`src/rtl/crash_detect_pkg.sv`:
```
// Shared defaults, types and helpers for the crash detection block.
// Holds the slot count, lives, invulnerability length and score width used by every file.
package crash_detect_pkg;

   localparam int ENEMY_NUM_DEF     = 8;
   localparam int IDX_W_DEF         = 3;
   localparam int LIVES_INIT_DEF    = 3;
   localparam int INVINC_FRAMES_DEF = 60;
   localparam int SCORE_W           = 16;
   localparam int LIVES_W           = 2;

   typedef logic [SCORE_W-1:0] score_t;

   // Per-pixel layer flags captured in the input stage.
   typedef struct packed {
      logic en;
      logic enemy;
      logic bullet;
      logic me;
   } px_flags_t;

   function automatic score_t score_sat_inc(input score_t s);
      return (s == '1) ? s : s + score_t'(1);
   endfunction

endpackage

```
`src/rtl/crash_detect_if.sv`:
```
// Pixel-layer inputs and game-state outputs of crash_detect, bundled as one interface.
// The slave modport is the detector's view; the master modport is the video pipeline's view.
interface crash_detect_if
   import crash_detect_pkg::*;
#(
   parameter int IDX_W = IDX_W_DEF
) ();

   logic               en_i;
   logic               v_sync_i;
   logic               enemy_alpha_i;
   logic [IDX_W-1:0]   enemy_idx_i;
   logic               bullet_alpha_i;
   logic               me_alpha_i;
   logic               crash_enemy_bullet_o;
   logic               crash_me_enemy_o;
   logic [IDX_W-1:0]   crash_idx_o;
   logic [LIVES_W-1:0] lives_o;
   score_t             score_o;
   logic               game_over_o;

   modport slave (
      input  en_i, v_sync_i, enemy_alpha_i, enemy_idx_i, bullet_alpha_i, me_alpha_i,
      output crash_enemy_bullet_o, crash_me_enemy_o, crash_idx_o, lives_o, score_o, game_over_o
   );

   modport master (
      output en_i, v_sync_i, enemy_alpha_i, enemy_idx_i, bullet_alpha_i, me_alpha_i,
      input  crash_enemy_bullet_o, crash_me_enemy_o, crash_idx_o, lives_o, score_o, game_over_o
   );

endinterface

```
`src/rtl/crash_detect_vsync_edge.sv`:
```
// Frame-start detector: registers v_sync_i and flags its rising edge for one cycle.
// The pulse lines up with the input-stage registers of the pixel flags in the parent.
module crash_detect_vsync_edge (
   input  logic clk_vga,
   input  logic rst,
   input  logic v_sync_i,
   output logic frame_start_o
);

   logic vs_q, vs_d;
   logic vs_prev_q, vs_prev_d;

   always_comb begin
      vs_d      = v_sync_i;
      vs_prev_d = vs_q;
   end

   always_ff @(posedge clk_vga or posedge rst) begin
      if (rst) begin
         vs_q      <= 1'b0;
         vs_prev_q <= 1'b0;
      end else begin
         vs_q      <= vs_d;
         vs_prev_q <= vs_prev_d;
      end
   end

   assign frame_start_o = vs_q & ~vs_prev_q;

endmodule

```
`src/rtl/crash_detect.sv`:
```
// Collision detector: bullet/enemy and player/enemy overlap pulses, score, lives, game over.
// Two-cycle latency: input sample register, then evaluation into registered outputs.
module crash_detect
   import crash_detect_pkg::*;
#(
   parameter int     ENEMY_NUM     = ENEMY_NUM_DEF,
   parameter int     IDX_W         = IDX_W_DEF,
   parameter int     LIVES_INIT    = LIVES_INIT_DEF,
   parameter int     INVINC_FRAMES = INVINC_FRAMES_DEF,
   parameter score_t SCORE_RST     = '0
) (
   input logic           clk_vga,
   input logic           rst,
   crash_detect_if.slave bus
);

   localparam int INV_W = (INVINC_FRAMES < 2) ? 1 : $clog2(INVINC_FRAMES + 1);
   typedef logic [INV_W-1:0] inv_t;

   logic                 frame_start;
   px_flags_t            px_q, px_d;
   logic [IDX_W-1:0]     idx_q, idx_d;

   logic [ENEMY_NUM-1:0] mask_q, mask_d, mask_eff;
   logic                 me_frame_q, me_frame_d, me_frame_eff;
   inv_t                 inv_q, inv_d, inv_eff;
   logic [LIVES_W-1:0]   lives_q, lives_d;
   score_t               score_q, score_d;
   logic                 game_over_q, game_over_d;
   logic                 eb_q, eb_d;
   logic                 me_q, me_d;
   logic [IDX_W-1:0]     crash_idx_q, crash_idx_d;
   logic                 active, hit_eb, hit_me;

   crash_detect_vsync_edge u_vsync_edge (
      .clk_vga       (clk_vga),
      .rst           (rst),
      .v_sync_i      (bus.v_sync_i),
      .frame_start_o (frame_start)
   );

   always_comb begin
      px_d.en     = bus.en_i;
      px_d.enemy  = bus.enemy_alpha_i;
      px_d.bullet = bus.bullet_alpha_i;
      px_d.me     = bus.me_alpha_i;
      idx_d       = bus.enemy_idx_i;
   end

   // Frame-start clears are applied before evaluation so an overlap on that cycle sees a fresh frame.
   always_comb begin
      active       = px_q.en & ~game_over_q & (lives_q != '0);
      mask_eff     = frame_start ? '0 : mask_q;
      me_frame_eff = frame_start ? 1'b0 : me_frame_q;
      inv_eff      = (frame_start && (inv_q != '0)) ? inv_q - inv_t'(1) : inv_q;
      hit_eb       = active & px_q.enemy & px_q.bullet & ~mask_eff[idx_q];
      hit_me       = active & px_q.enemy & px_q.me & ~me_frame_eff & (inv_eff == '0);
   end

   always_comb begin
      mask_d      = mask_q;
      me_frame_d  = me_frame_q;
      inv_d       = inv_q;
      lives_d     = lives_q;
      score_d     = score_q;
      if (active) begin
         mask_d     = mask_eff;
         me_frame_d = me_frame_eff;
         inv_d      = inv_eff;
         if (hit_eb) begin
            mask_d[idx_q] = 1'b1;
            score_d       = score_sat_inc(score_q);
         end
         if (hit_me) begin
            me_frame_d = 1'b1;
            inv_d      = inv_t'(INVINC_FRAMES);
            lives_d    = lives_q - LIVES_W'(1);
         end
      end
      eb_d        = hit_eb;
      me_d        = hit_me;
      crash_idx_d = (hit_eb | hit_me) ? idx_q : '0;
      game_over_d = game_over_q | (lives_q == '0);
   end

   always_ff @(posedge clk_vga or posedge rst) begin
      if (rst) begin
         px_q        <= '0;
         idx_q       <= '0;
         mask_q      <= '0;
         me_frame_q  <= 1'b0;
         inv_q       <= '0;
         lives_q     <= LIVES_W'(LIVES_INIT);
         score_q     <= SCORE_RST;
         game_over_q <= 1'b0;
         eb_q        <= 1'b0;
         me_q        <= 1'b0;
         crash_idx_q <= '0;
      end else begin
         px_q        <= px_d;
         idx_q       <= idx_d;
         mask_q      <= mask_d;
         me_frame_q  <= me_frame_d;
         inv_q       <= inv_d;
         lives_q     <= lives_d;
         score_q     <= score_d;
         game_over_q <= game_over_d;
         eb_q        <= eb_d;
         me_q        <= me_d;
         crash_idx_q <= crash_idx_d;
      end
   end

   assign bus.crash_enemy_bullet_o = eb_q;
   assign bus.crash_me_enemy_o     = me_q;
   assign bus.crash_idx_o          = crash_idx_q;
   assign bus.lives_o              = lives_q;
   assign bus.score_o              = score_q;
   assign bus.game_over_o          = game_over_q;

endmodule

```
`src/flat_wrapper.sv`:
```
// flat-port wrapper written by rule: the top's interface ports become plain ports
module crash_detect_flat import crash_detect_pkg::*;
#(
   parameter int     ENEMY_NUM     = ENEMY_NUM_DEF,
   parameter int     IDX_W         = IDX_W_DEF,
   parameter int     LIVES_INIT    = LIVES_INIT_DEF,
   parameter int     INVINC_FRAMES = INVINC_FRAMES_DEF,
   parameter score_t SCORE_RST     = '0
)
  (clk_vga, rst, bus_en_i, bus_v_sync_i, bus_enemy_alpha_i, bus_enemy_idx_i, bus_bullet_alpha_i, bus_me_alpha_i, bus_crash_enemy_bullet_o, bus_crash_me_enemy_o, bus_crash_idx_o, bus_lives_o, bus_score_o, bus_game_over_o);
  crash_detect_if #(.IDX_W(IDX_W)) bus_i ();
  input logic clk_vga;
  input logic rst;
  input wire logic [$bits(bus_i.en_i)-1:0] bus_en_i;
  input wire logic [$bits(bus_i.v_sync_i)-1:0] bus_v_sync_i;
  input wire logic [$bits(bus_i.enemy_alpha_i)-1:0] bus_enemy_alpha_i;
  input wire logic [$bits(bus_i.enemy_idx_i)-1:0] bus_enemy_idx_i;
  input wire logic [$bits(bus_i.bullet_alpha_i)-1:0] bus_bullet_alpha_i;
  input wire logic [$bits(bus_i.me_alpha_i)-1:0] bus_me_alpha_i;
  output wire logic [$bits(bus_i.crash_enemy_bullet_o)-1:0] bus_crash_enemy_bullet_o;
  output wire logic [$bits(bus_i.crash_me_enemy_o)-1:0] bus_crash_me_enemy_o;
  output wire logic [$bits(bus_i.crash_idx_o)-1:0] bus_crash_idx_o;
  output wire logic [$bits(bus_i.lives_o)-1:0] bus_lives_o;
  output wire logic [$bits(bus_i.score_o)-1:0] bus_score_o;
  output wire logic [$bits(bus_i.game_over_o)-1:0] bus_game_over_o;
  assign bus_i.en_i = bus_en_i;
  assign bus_i.v_sync_i = bus_v_sync_i;
  assign bus_i.enemy_alpha_i = bus_enemy_alpha_i;
  assign bus_i.enemy_idx_i = bus_enemy_idx_i;
  assign bus_i.bullet_alpha_i = bus_bullet_alpha_i;
  assign bus_i.me_alpha_i = bus_me_alpha_i;
  assign bus_crash_enemy_bullet_o = bus_i.crash_enemy_bullet_o;
  assign bus_crash_me_enemy_o = bus_i.crash_me_enemy_o;
  assign bus_crash_idx_o = bus_i.crash_idx_o;
  assign bus_lives_o = bus_i.lives_o;
  assign bus_score_o = bus_i.score_o;
  assign bus_game_over_o = bus_i.game_over_o;
  crash_detect #(.ENEMY_NUM(ENEMY_NUM), .IDX_W(IDX_W), .LIVES_INIT(LIVES_INIT), .INVINC_FRAMES(INVINC_FRAMES), .SCORE_RST(SCORE_RST)) u_core (.clk_vga(clk_vga), .rst(rst), .bus(bus_i));
endmodule
```
`config.mk`:
```
export PLATFORM = sky130hd
export DESIGN_NAME = crash_detect_flat
export DESIGN_NICKNAME = d
export VERILOG_FILES = /design/src/rtl/crash_detect_pkg.sv /design/src/rtl/crash_detect_if.sv /design/src/rtl/crash_detect_vsync_edge.sv /design/src/rtl/crash_detect.sv /design/src/flat_wrapper.sv
export SDC_FILE = /design/constraint.sdc
export NUM_CORES = 1
export LEC_CHECK = 0
export CORE_MARGIN = 2
export CORE_UTILIZATION = 40
export CTS_BUF_LIST = sky130_fd_sc_hd__clkbuf_16
export CTS_CLUSTER_SIZE = 40
export DETAILED_ROUTE_END_ITERATION = 6
export DONT_BUFFER_PORTS = 1
export PLACE_DENSITY = 0.63
export SYNTH_ARGS = -nofsm -noshare
export SYNTH_HDL_FRONTEND = slang
export SYNTH_SLANG_ARGS = --single-unit
```
`constraint.sdc`:
```
create_clock -name clk_vga -period 5.45 [get_ports clk_vga]
set_input_delay 0.545 -clock clk_vga [delete_from_list [all_inputs] [get_ports clk_vga]]
set_output_delay 0.545 -clock clk_vga [all_outputs]
set_load 0.02 [all_outputs]
```
# After elaboration in Yosys (flattened, before gate mapping)
# Index checks and enable logic that the tools add are counted.
[word_totals]
word_cells = 58
out_inout_bits = 24
in_bits = 10
reg_bits = 48
[op_classes]
add_sub_neg = 3
n_bitwise = 17
n_mux = 11
n_reduce_logical = 8
n_eq_ne = 1
order_cmp = 2
[ops]
columns = ["cell", "n"]
rows = [
  ["adder 16 x 1 -> 16 bit (second input constant)", 1],
  ["equality test 16 bit (second input constant)", 1],
  ["2-to-1 mux 8 bit", 2],
  ["2-to-1 mux 6 bit", 2],
  ["bitwise AND 1 bit", 9],
  ["OR 8 bit", 1],
  ["zero test 6 bit", 1],
  ["nonzero test 6 bit", 1],
  ["subtractor 6 x 1 -> 6 bit (second input constant)", 1],
  ["NOT 1 bit", 5],
  ["< comparator 3 x 4 -> 1 bit (second input constant)", 1],
  ["2-to-1 mux 1 bit", 4],
  ["binary-select mux 1 bit (select 3 bit)", 1],
  ["demux 1 bit (select 3 bit)", 1],
  [">= comparator 3 x 1 -> 1 bit (second input constant)", 1],
  ["2-to-1 mux 3 bit", 1],
  ["AND reduction 3 bit", 1],
  ["logical AND 1 bit", 2],
  ["zero test 2 bit", 1],
  ["OR 1 bit", 2],
  ["AND reduction 2 bit", 1],
  ["nonzero test 2 bit", 1],
  ["subtractor 2 x 1 -> 2 bit (second input constant)", 1],
]

# Logic depth before layout (Yosys ltp)
[logic_depth]
ltp_word = 9
depth_mapped = 9
mapped_depth_nobuf = 8

# Modules after synthesis
# From an unflattened synthesis, not the netlist that was laid out.
[hier_totals]
hier_cells = 210
hier_area_um2 = 2306.0
[by_module_without_submodules]
columns = ["module", "seq_area_each_um2", "instances", "area_each_um2", "cells_each"]
rows = [
  ["crash_detect", 1153.6, 1, 2238.4, 206],
  ["crash_detect_vsync_edge", 50.0, 1, 67.6, 4],
]

# Worst setup path before layout
# Ideal clock, no wire load.
[synth_timing]
path_kind = "reg2reg"
start = "register u_core.lives_q[0], in the netlist u_core.bus.lives_o[0]"
end = "register u_core.score_q[3], in the netlist u_core.bus.score_o[3]"
path_stages_with_launch = 9
t_required_ns = 5.319
synth_period_minus_slack_ns = 2.506
path_buffers = 0
t_arrival_ns = 2.375
setup_ns = 0.131
setup_slack_ns = 2.944
path_cell_list = "dfstp_2 -> inv_1 -> ha_1 -> nor3b_4 -> nand3_1 -> a41oi_1 -> a21boi_2 -> or3b_1 -> xnor2_1"
[synth_via]
elab_chain_len = 6
[synth_rtl]
columns = ["element", "line", "rtl"]
rows = [
  ["from (decl)", "crash_detect.sv:27", "logic [LIVES_W-1:0] lives_q, lives_d;"],
  ["from (signal assigned)", "crash_detect.sv:93", "lives_q <= LIVES_W'(LIVES_INIT);"],
  ["from (signal assigned)", "crash_detect.sv:105", "lives_q <= lives_d;"],
  ["nonzero test 2 bit *", "crash_detect.sv:52", "active = px_q.en & ~game_over_q & (lives_q != '0);"],
  ["bitwise AND 1 bit *", "crash_detect.sv:52", ""],
  ["bitwise AND 1 bit (3 in series)", "crash_detect.sv:56", "hit_eb = active & px_q.enemy & px_q.bullet & ~mask_eff[idx_q];"],
  ["AND reduction 3 bit (no source line) *", "n/a", ""],
  ["to (signal assigned)", "crash_detect.sv:106", "score_q <= score_d;"],
  ["to (decl)", "crash_detect.sv:28", "score_t score_q, score_d;"],
]
# Mark *: on every way between the ends. The rest lies on a longest branch, timed or not.
# A chain may end at the register's enable or synchronous reset.

# Final worst setup path
# Same ends and word-level chain as after synthesis.

==> summary.md <==
| Metric | Value |
|---|---|
| YS warnings | 0 |
| WS Path Type | flop to flop |
| Max-cap violation count | 0 |
| DRC Markers | 0 |
| Setup TNS | 0 ps |
| CTS Root Cell | clkbuf_16 |
| # setup viols final | 0 |
| Post-Synthesis Cells | 192 |
| Area after DPL | 2252 um2 |
| Hold Path Class | input pin to flop |
| Min cycle time layout | 3085 ps |
| Met1 WL | 1875 um |
| Pin count of the biggest net entering global routing | 49 |
| WP data arrival | 3240 ps |
| Post-synth top area share | 52.69% |
| Worst r2r src | u_core.bus.lives_o[0] |
| Pleak | 1.056 nW |
| Hold Fails Final Rpt | 0 |
| FMAX | 324.2 MHz |
| Met2 Wirelength | 1854 um |
| Filler cell count | 508 |
| VDD IR max | 0.1388 mV |
| Synth area leader | dfrtp_1 |
| CTS resizes | 0 |
| Latest clock arrival within the worst-skew pair | 280 ps |
| DR WL/cell | 15.16 um |
| Max Root-Sink Buffers | 2 |
| Antenna diodes | 0 |
| Total gr overflow | 0 |
| Cell row count | 26 |
| End point of the critical path | u_core.bus.score_o[3] |
| Crit start category | flop |
| Router iterations before antenna repair | 5 |
| R2R setup slack | 2370 ps |
| Vias in the first global route | 1506 |
| Reg2Reg Depth | 8 |
| Ports | 34 |
| Slew Viols, Final | 0 |
| Final Skew | 3.140 ps |
| Power Density | 280.9 nW/um2 |
| GP Congestion | 0.7824 |
| Core area | 5205 um2 |
| Unrepaired setup endpoints after global routing | false |
| Least-Margin Pin Slew | 967.5 ps |
| Crit path from | u_core.bus.lives_o[0] |
| Reg area | 1204 um2 |
| Main flop type after synthesis | dfrtp_1 |
| Seq/Total Area, Yosys | 55.10% |
| WL final | 4049 um |
| CTS Buf Count | 5 |
| Die Y | 77.90 um |
| Die Area | 6068 um2 |
| Initial drt markers | 124 |
| CTS tree | done |
| Worst EP required | 5610 ps |
| Synthesis-stage register bit count | 48 |
| Slew HR | 35.41% |
| Highest Signal Layer | met4 |
| Clk pin slew, worst setup/hold paths | 60 ps |
| Number of antenna violations at the first check in global routing | 0 |
| Worst r2r dst | u_core.bus.score_o[3] |
| Status | completed |
| Final #Nets | 210 |
| Setup WS post-layout | 2365 ps |
| Gr usage total | 15.24% |
| Vias/cell | 5.483 |
| Post-CTS Setup Bufs | 0 |
| Port-buffer cells | 0 |
| ANT nets after route | 0 |
| Fin crit share | 56.60% |
| CP Capture Type | flop |
| Vias | 1464 |
| Final Non-Filler Cells | 267 |
| Layout cell share with drive strength beyond 1 | 11.17% |
| Hold buffers post-CTS | 0 |
| Yosys cell types | 47 |
| Area contributors post-synth | dfrtp_1 (53%), xnor2_1 (6.0%), nand2_1 (3.1%), dfstp_2 (2.4%), ha_1 (2.3%) |
| Die width | 77.90 um |
| Met3 wire len | 294 um |
| Crit-path max FO | 18 |
| DP HPWL | 2833 um |
| Sinks on Clock Net | 48 |
| Global-route wire length before repair | 7293 um |
| Area of the multi-input gates | 927.1 um2 |
| Fin area | 2392 um2 |
| EDFF count, synth | 0 |
| H-tree depth | 2 |
| DP Cell Count | 259 |
| Mapped Area | 2185 um2 |
| Syn_nets | 206 |
| Area grow syn2layout | 9.507% |
| Async SR Flop Fraction | 100.0% |
| Hold WS | 285.3 ps |
| Initial Utilization | 41.97% |
| Syn_area_per_cell | 11.38 um2 |
| Pre-CTS WS | 2383 ps |
logic make-up (layout without fill, tap and decap cells):
group,after synthesis,after routing,synth area share (%)
compound gates,34,34,11.57
xor+xnor,15,15,6.014
fa+ha+maj,4,4,2.291
buf+inv,12,17,2.462
mux,5,5,2.692
flops,48,48,55.10
simple gates,74,74,19.87
how the worst min path moves through the flow:
stage                                  start                       endpoint  slack (ps)  cells after the start
6_report                      bus_me_alpha_i                 u_core.px_q[0]         290                      0
5_1_grt                             bus_en_i                 u_core.px_q[3]         270                      0
4_1_cts                       bus_me_alpha_i                 u_core.px_q[0]         280                      0
3_5_place_dp   u_core.u_vsync_edge.vs_prev_d  u_core.u_vsync_edge.vs_prev_q         420                      0
3_3_place_gp   u_core.u_vsync_edge.vs_prev_d  u_core.u_vsync_edge.vs_prev_q         410                      0
2_1_floorplan  u_core.u_vsync_edge.vs_prev_d  u_core.u_vsync_edge.vs_prev_q         390                      0
cells in the final DEF, fill, tap and decap left out, types with 2 or more instances in the layout:
master	n
a211oi_1	2
a21boi_0	2
a21oi_1	8
a221oi_1	2
a22o_1	3
a32o_1	4
a41oi_1	2
and2_1	6
and3_1	4
and4_1	4
clkbuf_16	5
dfrtp_1	46
dfstp_2	2
ha_1	4
inv_1	8
inv_2	2
mux2_2	3
nand2_1	18
nand2b_1	2
nand3_1	8
nand4_1	6
nor2_1	8
nor2b_1	4
nor3_1	3
nor3b_1	3
o21ai_0	3
xnor2_1	15
cells in the mapped netlist, types with 2 or more instances:
master / instances
dfstp_2: 2
mux2_2: 3
inv_1: 8
nand2b_1: 2
a221oi_1: 2
a21oi_1: 8
nand4_1: 6
nor3b_1: 3
dfrtp_1: 46
and2_1: 6
nand2_1: 18
ha_1: 4
a22o_1: 3
nor3_1: 3
and4_1: 4
and3_1: 4
nor2_1: 8
nor2b_1: 4
xnor2_1: 15
nand3_1: 8
a41oi_1: 2
a211oi_1: 2
a32o_1: 4
a21boi_0: 2
o21ai_0: 3
routing by layer:
layer / GRT usage (%) / vias up
li1: - / 696
met1: 19.65 / 730
met2: 23.19 / 36
met3: 5.930 / 2
met4: 5.789 / 0
met5: 0 / -
layout make-up:
cell class	instances	area share, %
clock inverters	3	0.6276
well taps	70	3.661
inverters	9	1.412
flip-flops and latches	48	50.31
clock buffers	5	5.230
multi-input cells	132	38.76
report_power, final:
group          total, mW  switching (mW)  internal [mW]
sequential         0.364         0.00404          0.360
combinational     0.0158          0.0117        0.00415
clock              0.292           0.126          0.167
total              0.672           0.141          0.531
sequential cells by signal, summed over array words and instances, names as in the netlist:
| register | count |
|---|---|
| u_core.bus.score_o | 16 |
| u_core.mask_q | 8 |
| u_core.inv_q | 6 |
| u_core.px_q | 4 |
| u_core.bus.crash_idx_o | 3 |
| u_core.idx_q | 3 |
| u_core.bus.lives_o | 2 |
| u_core.bus.crash_enemy_bullet_o | 1 |
| u_core.bus.crash_me_enemy_o | 1 |
| u_core.bus.game_over_o | 1 |
| u_core.me_frame_q | 1 |
| u_core.u_vsync_edge.vs_prev_d | 1 |
| u_core.u_vsync_edge.vs_prev_q | 1 |
stage by stage:
stage                     util (%)  power, mW
after detailed placement     43.27     0.3869
final                        45.96     0.6719
after floorplan                  -     0.3819
after CTS                    45.96     0.6811
after global placement       43.27     0.3866
after global routing         45.96     0.6990
critical path, cell delays in order, from the launching register on:
cell      delay (ps)
dfstp_2          610
inv_1             60
ha_1             230
nor3b_4          350
nand3_1          130
a41oi_1          360
a21boi_2         660
or3b_1           430
xnor2_1          130
Note: power is estimated with default switching activity, not from simulation.
==> variant 1: new RTL, same settings <==
Set the package constant `SCORE_W` to 32 (it was 16).
--- a/src/rtl/crash_detect_pkg.sv
+++ b/src/rtl/crash_detect_pkg.sv
@@ -7,5 +7,5 @@
    localparam int LIVES_INIT_DEF    = 3;
    localparam int INVINC_FRAMES_DEF = 60;
-   localparam int SCORE_W           = 16;
+   localparam int SCORE_W           = 32;
    localparam int LIVES_W           = 2;
 
Ports: changed (resized bus_score_o); port bits go from 34 to 50. No check against the original RTL was run, so the function may have changed too.
==> variant 1 against the unedited design <==
Combinational power is 4% lower. Power grew 48%. Sequential cell count up 16. Largest cell class unchanged. Synthesized cell count grew 46%. Sequential share of layout area is 3.4 points lower. Worst setup slack better by 46 ps. Wire length up 60%. Non-clock buffer count is 1 higher. Area after synthesis increased by 41%. First-iteration DRC count fell by 20%. Highest routed layer unchanged. Largest power group is now the clock network. Cell area grew 43%. Global-route usage grew 1.4 points.
==> variant 1: results (changes against the unedited design) <==
| Metric | Value |
|---|---|
| Largest net degree at the start of global routing | 65 (+33%) |
| Top cells by area, synth | dfrtp_1 (50%), xor2_1 (8.0%), nor4_1 (3.5%) |
| Fraction of synthesized area in multiplexers | 0.0370 (+0.0101) |
| Fillers | 698 (+37%) |
| All-Layer GR Usage | 0.167 (+0.0142) |
| GPL Wtd Cong | 0.856 (+9.4%) |
| Clk_lat worst skew | 330 ps (+50 ps) |
| First DRT Iteration DRCs | 99 (-20%) |
| Met2 Use GR | 0.242 (+0.0101) |
| Clk cell area share | 0.0747 (+0.0161) |
| Lkg Pwr | 1.60 nW (+52%) |
| Vias/cell | 5.62 (+2.5%) |
| Crit-path max cell delay | 810 ps (+150 ps) |
| Setup slack at placement | 2400 ps (+15.9 ps) |
| Crit path DAT | 3280 ps (+40 ps) |
| FFs & Latches | 64 (+33%) |
| Layout cell share with drive strength beyond 1 | 0.105 (-0.00678) |
| Slowest cell on the critical path | nor3b_1 |
| Detailed-router iteration count before antenna repair | 4 (-1) |
| Synth Area in Compound Gates | 0.0788 (-0.0369) |
| Fin cells | 385 (+44%) |
| Max reg flops | 32 (+16) |
| Status | completed |
| Final net count | 296 (+41%) |
| Clock buffers | 9 (+4) |
| Xor/xnor share of the synthesized area | 0.0939 (+0.0337) |
| H-tree lvl count | 3 (+1) |
| First-pass GRT wire length | 11000 um (+51%) |
| Buffer share of cell area | 0.00220 (+0.00220) |
| Avg WL per Cell | 16.8 um (+11%) |
| Family with the most delay on the worst path | simple AND/OR/NAND/NOR gates |
| Worst vdd ir | 0.156 mV (+12%) |
| Multi-input logic portion of the cell area | 0.405 (+0.0178) |
| Cells after DPL | 370 (+43%) |
| Via count of the first global-routing pass | 2124 (+41%) |
| Synth top cells by count | dfrtp_1 (62), xor2_1 (28), nand3_1 (19), nor2_1 (18), nor4_1 (17) |
-- variant 1: per-stage QoR --
step                      cell area (um2)   util
after global placement               3160  0.429
after global routing                 3420  0.464
final                                3420  0.464
after CTS                            3420  0.464
after floorplan                      3080      -
after detailed placement             3160  0.429
-- variant 1: worst paths after layout --
kind | startpoint | end | slack, ps
hold / removal | bus_enemy_idx_i[1] | u_core.idx_q[1] | 250
setup reg to reg | u_core.bus.lives_o[0] | u_core.bus.score_o[21] | 2410
min in group asynchronous | rst | u_core.bus.score_o[23] | 340
hold reg to reg | u_core.u_vsync_edge.vs_prev_d | u_core.u_vsync_edge.vs_prev_q | 440
max in group asynchronous | rst | u_core.idx_q[2] | 4610
setup / recovery | u_core.bus.lives_o[0] | u_core.bus.score_o[21] | 2410
-- variant 1: power breakdown --
part	internal, W	total, W	switching (W)
combinational	0.00000338	0.0000151	0.0000118
sequential	0.000479	0.000483	0.00000389
clock	0.000298	0.000496	0.000198
total	0.000781	0.000995	0.000214
==> variant 2: new RTL, same flow settings <==
Without the edit above. Reset style: synchronous (`rst`), changed in 2 clocked blocks.
--- a/src/rtl/crash_detect_vsync_edge.sv
+++ b/src/rtl/crash_detect_vsync_edge.sv
@@ -16,5 +16,5 @@
    end
 
-   always_ff @(posedge clk_vga or posedge rst) begin
+   always_ff @(posedge clk_vga) begin
       if (rst) begin
          vs_q      <= 1'b0;
--- a/src/rtl/crash_detect.sv
+++ b/src/rtl/crash_detect.sv
@@ -84,5 +84,5 @@
    end
 
-   always_ff @(posedge clk_vga or posedge rst) begin
+   always_ff @(posedge clk_vga) begin
       if (rst) begin
          px_q        <= '0;
Behaviour: differs if rst is asserted again (counterexample within 4 cycles, from zero or initial values and one cycle with rst high); with rst held inactive, the same outputs for 4 cycles.
==> variant 2 against the unedited design <==
Cell area increased by 0.63%. Wire length up 12%. Power decreased by 0.85%. Clock power decreased by 6%. Core utilization fell by 2.2 points. Highest routed layer unchanged. Synthesized cell count increased by 31%. Sequential cell count stayed put. Worst setup slack improved by 290 ps. Global-route usage rose by 0.46 points. Area after synthesis increased by 4.6%.
==> variant 2: results (changes against the unedited design) <==
| Metric | Value |
|---|---|
| Max reg flops | 16 (unchanged) |
| Clock transition at path regs | 60 ps (about the same) |
| GPL Wtd Cong | 0.847 (+8.3%) |
| Status | completed |
| Comb power | 0.0000292 W (+85%) |
| Lkg Pwr | 0.868 nW (-18%) |
| Detailed-router iteration count before antenna repair | 4 (-1) |
| Tot Pwr | 0.000666 W (-0.85%) |
| Synth top cells by count | dfxtp_1 (48), nor2_1 (33), nand2_1 (16), a21oi_1 (15), nand3_1 (11) |
| Crit path DAT | 3010 ps (-230 ps) |
| Vias/cell | 5.45 (-0.58%) |
| Synth cell types | 47 (unchanged) |
| All-Layer GR Usage | 0.157 (+0.00455) |
| Initial antenna violation count | 0 (unchanged) |
| Final net count | 261 (+24%) |
| Worst vdd ir | 0.192 mV (+38%) |
| WL met1 | 2210 um (+18%) |
| Met3 Track Usage GR | 0.0430 (-0.0163) |
| CTS Root Cell | clkbuf_16 |
| Register area share after synthesis | 0.420 (-0.131) |
| Crit-path max cell delay | 900 ps (+240 ps) |
| PortBufs | 0 (unchanged) |
| Worst-Margin Slew | 1010 ps (+37.5 ps) |
| Layout cell share with drive strength beyond 1 | 0.0939 (-0.0178) |
| M1 GR Usage | 0.215 (+0.0183) |
| Final HPWL from detailed placement | 3250 um (+15%) |
| Top cells by area, synth | dfxtp_1 (42%), nor2_1 (5.4%), xor2_1 (3.4%) |
| Via count of the first global-routing pass | 1583 (+5.1%) |
| Critical Path Fanout Max | 4 (-14) |
| Post-CTS resize count | 0 (unchanged) |
| DP Area | 2280 um2 (+1.3%) |
| First-pass GRT wire length | 7890 um (+8.2%) |
| Clock network power | 0.000275 W (-6%) |
| Clk_lat worst skew | 280 ps (about the same) |
| Fillers | 563 (+11%) |
| CTS Buf Count | 5 (unchanged) |
| Switching power | 0.000136 W (-3.9%) |
| CTS Buffer Depth | 2 (unchanged) |
| Family with the most delay on the worst path | compound AO/OA/AOI/OAI gates |
| Syn_nets | 266 (+29%) |
| Clock skew | 5.34 ps (+2.20 ps) |
| Routed length on met3 | 246 um (-16%) |
| Max layer used | met4 |
| Largest net degree at the start of global routing | 40 (-18%) |
| Warnings from Yosys | 0 (unchanged) |
| Total Routed Length | 4530 um (+12%) |
| Post-CTS Setup Inserts | 0 (unchanged) |
| Ys async rst share | 0 (-1.00) |
| Slowest cell on the critical path | a2111oi_0 |
| Routed length on met2 | 2010 um (+8.5%) |
| First DRT Iteration DRCs | 64 (-48%) |
| Most used flip-flop cell after synthesis | dfxtp_1 |
| Met2 Use GR | 0.237 (+0.00508) |
| H-tree lvl count | 2 (unchanged) |
variant 2: cell types whose count changed after synthesis, moves of 4 or more:
| cell | unedited run | this run |
|---|---|---|
| a21oi_1 | 8 | 15 |
| a31o_2 | 1 | 5 |
| and2_1 | 6 | 2 |
| and4_1 | 4 | 0 |
| dfrtp_1 | 46 | 0 |
| dfxtp_1 | 0 | 48 |
| nor2_1 | 8 | 33 |
| nor2b_1 | 4 | 10 |
| o31ai_1 | 0 | 5 |
| or3_1 | 0 | 4 |
| xnor2_1 | 15 | 5 |
| xor2_1 | 0 | 9 |
variant 2: worst paths after layout:
path                    startpoint                      to  slack [ps]  depth (start not counted)
max reg2reg  u_core.bus.lives_o[0]  u_core.bus.score_o[10]        2650                          7
min                            rst         u_core.idx_q[0]         330                          1
max          u_core.bus.lives_o[0]  u_core.bus.score_o[10]        2650                          7
min reg2reg       u_core.mask_q[4]        u_core.mask_q[4]         450                          2
variant 2: cells by family after synthesis:
family	share of synthesized area
xor gates and xnor gates	0.0536
and+or+nand+nor	0.264
AOI/OAI and AO/OA	0.145
buffers and inverters	0.0558
DFF	0.420
muxes	0.0400
adders and majority gates	0.0219
variant 2: final cells by class:
cell class | count | area, um2 | area share
clock buffer | 5 | 125 | 0.0520
sequential | 48 | 961 | 0.399
multi-input combinational | 183 | 1200 | 0.497
tap | 72 | 90.1 | 0.0374
inverter | 9 | 33.8 | 0.0140
variant 2: stage by stage:
stage,utilization,worst slack [ps],instances
4_1_cts,0.437,2680,317
6_report,0.437,2650,317
3_5_place_dp,0.414,2720,312
5_1_grt,0.437,2350,317
3_3_place_gp,0.414,2730,312
2_1_floorplan,-,3050,252
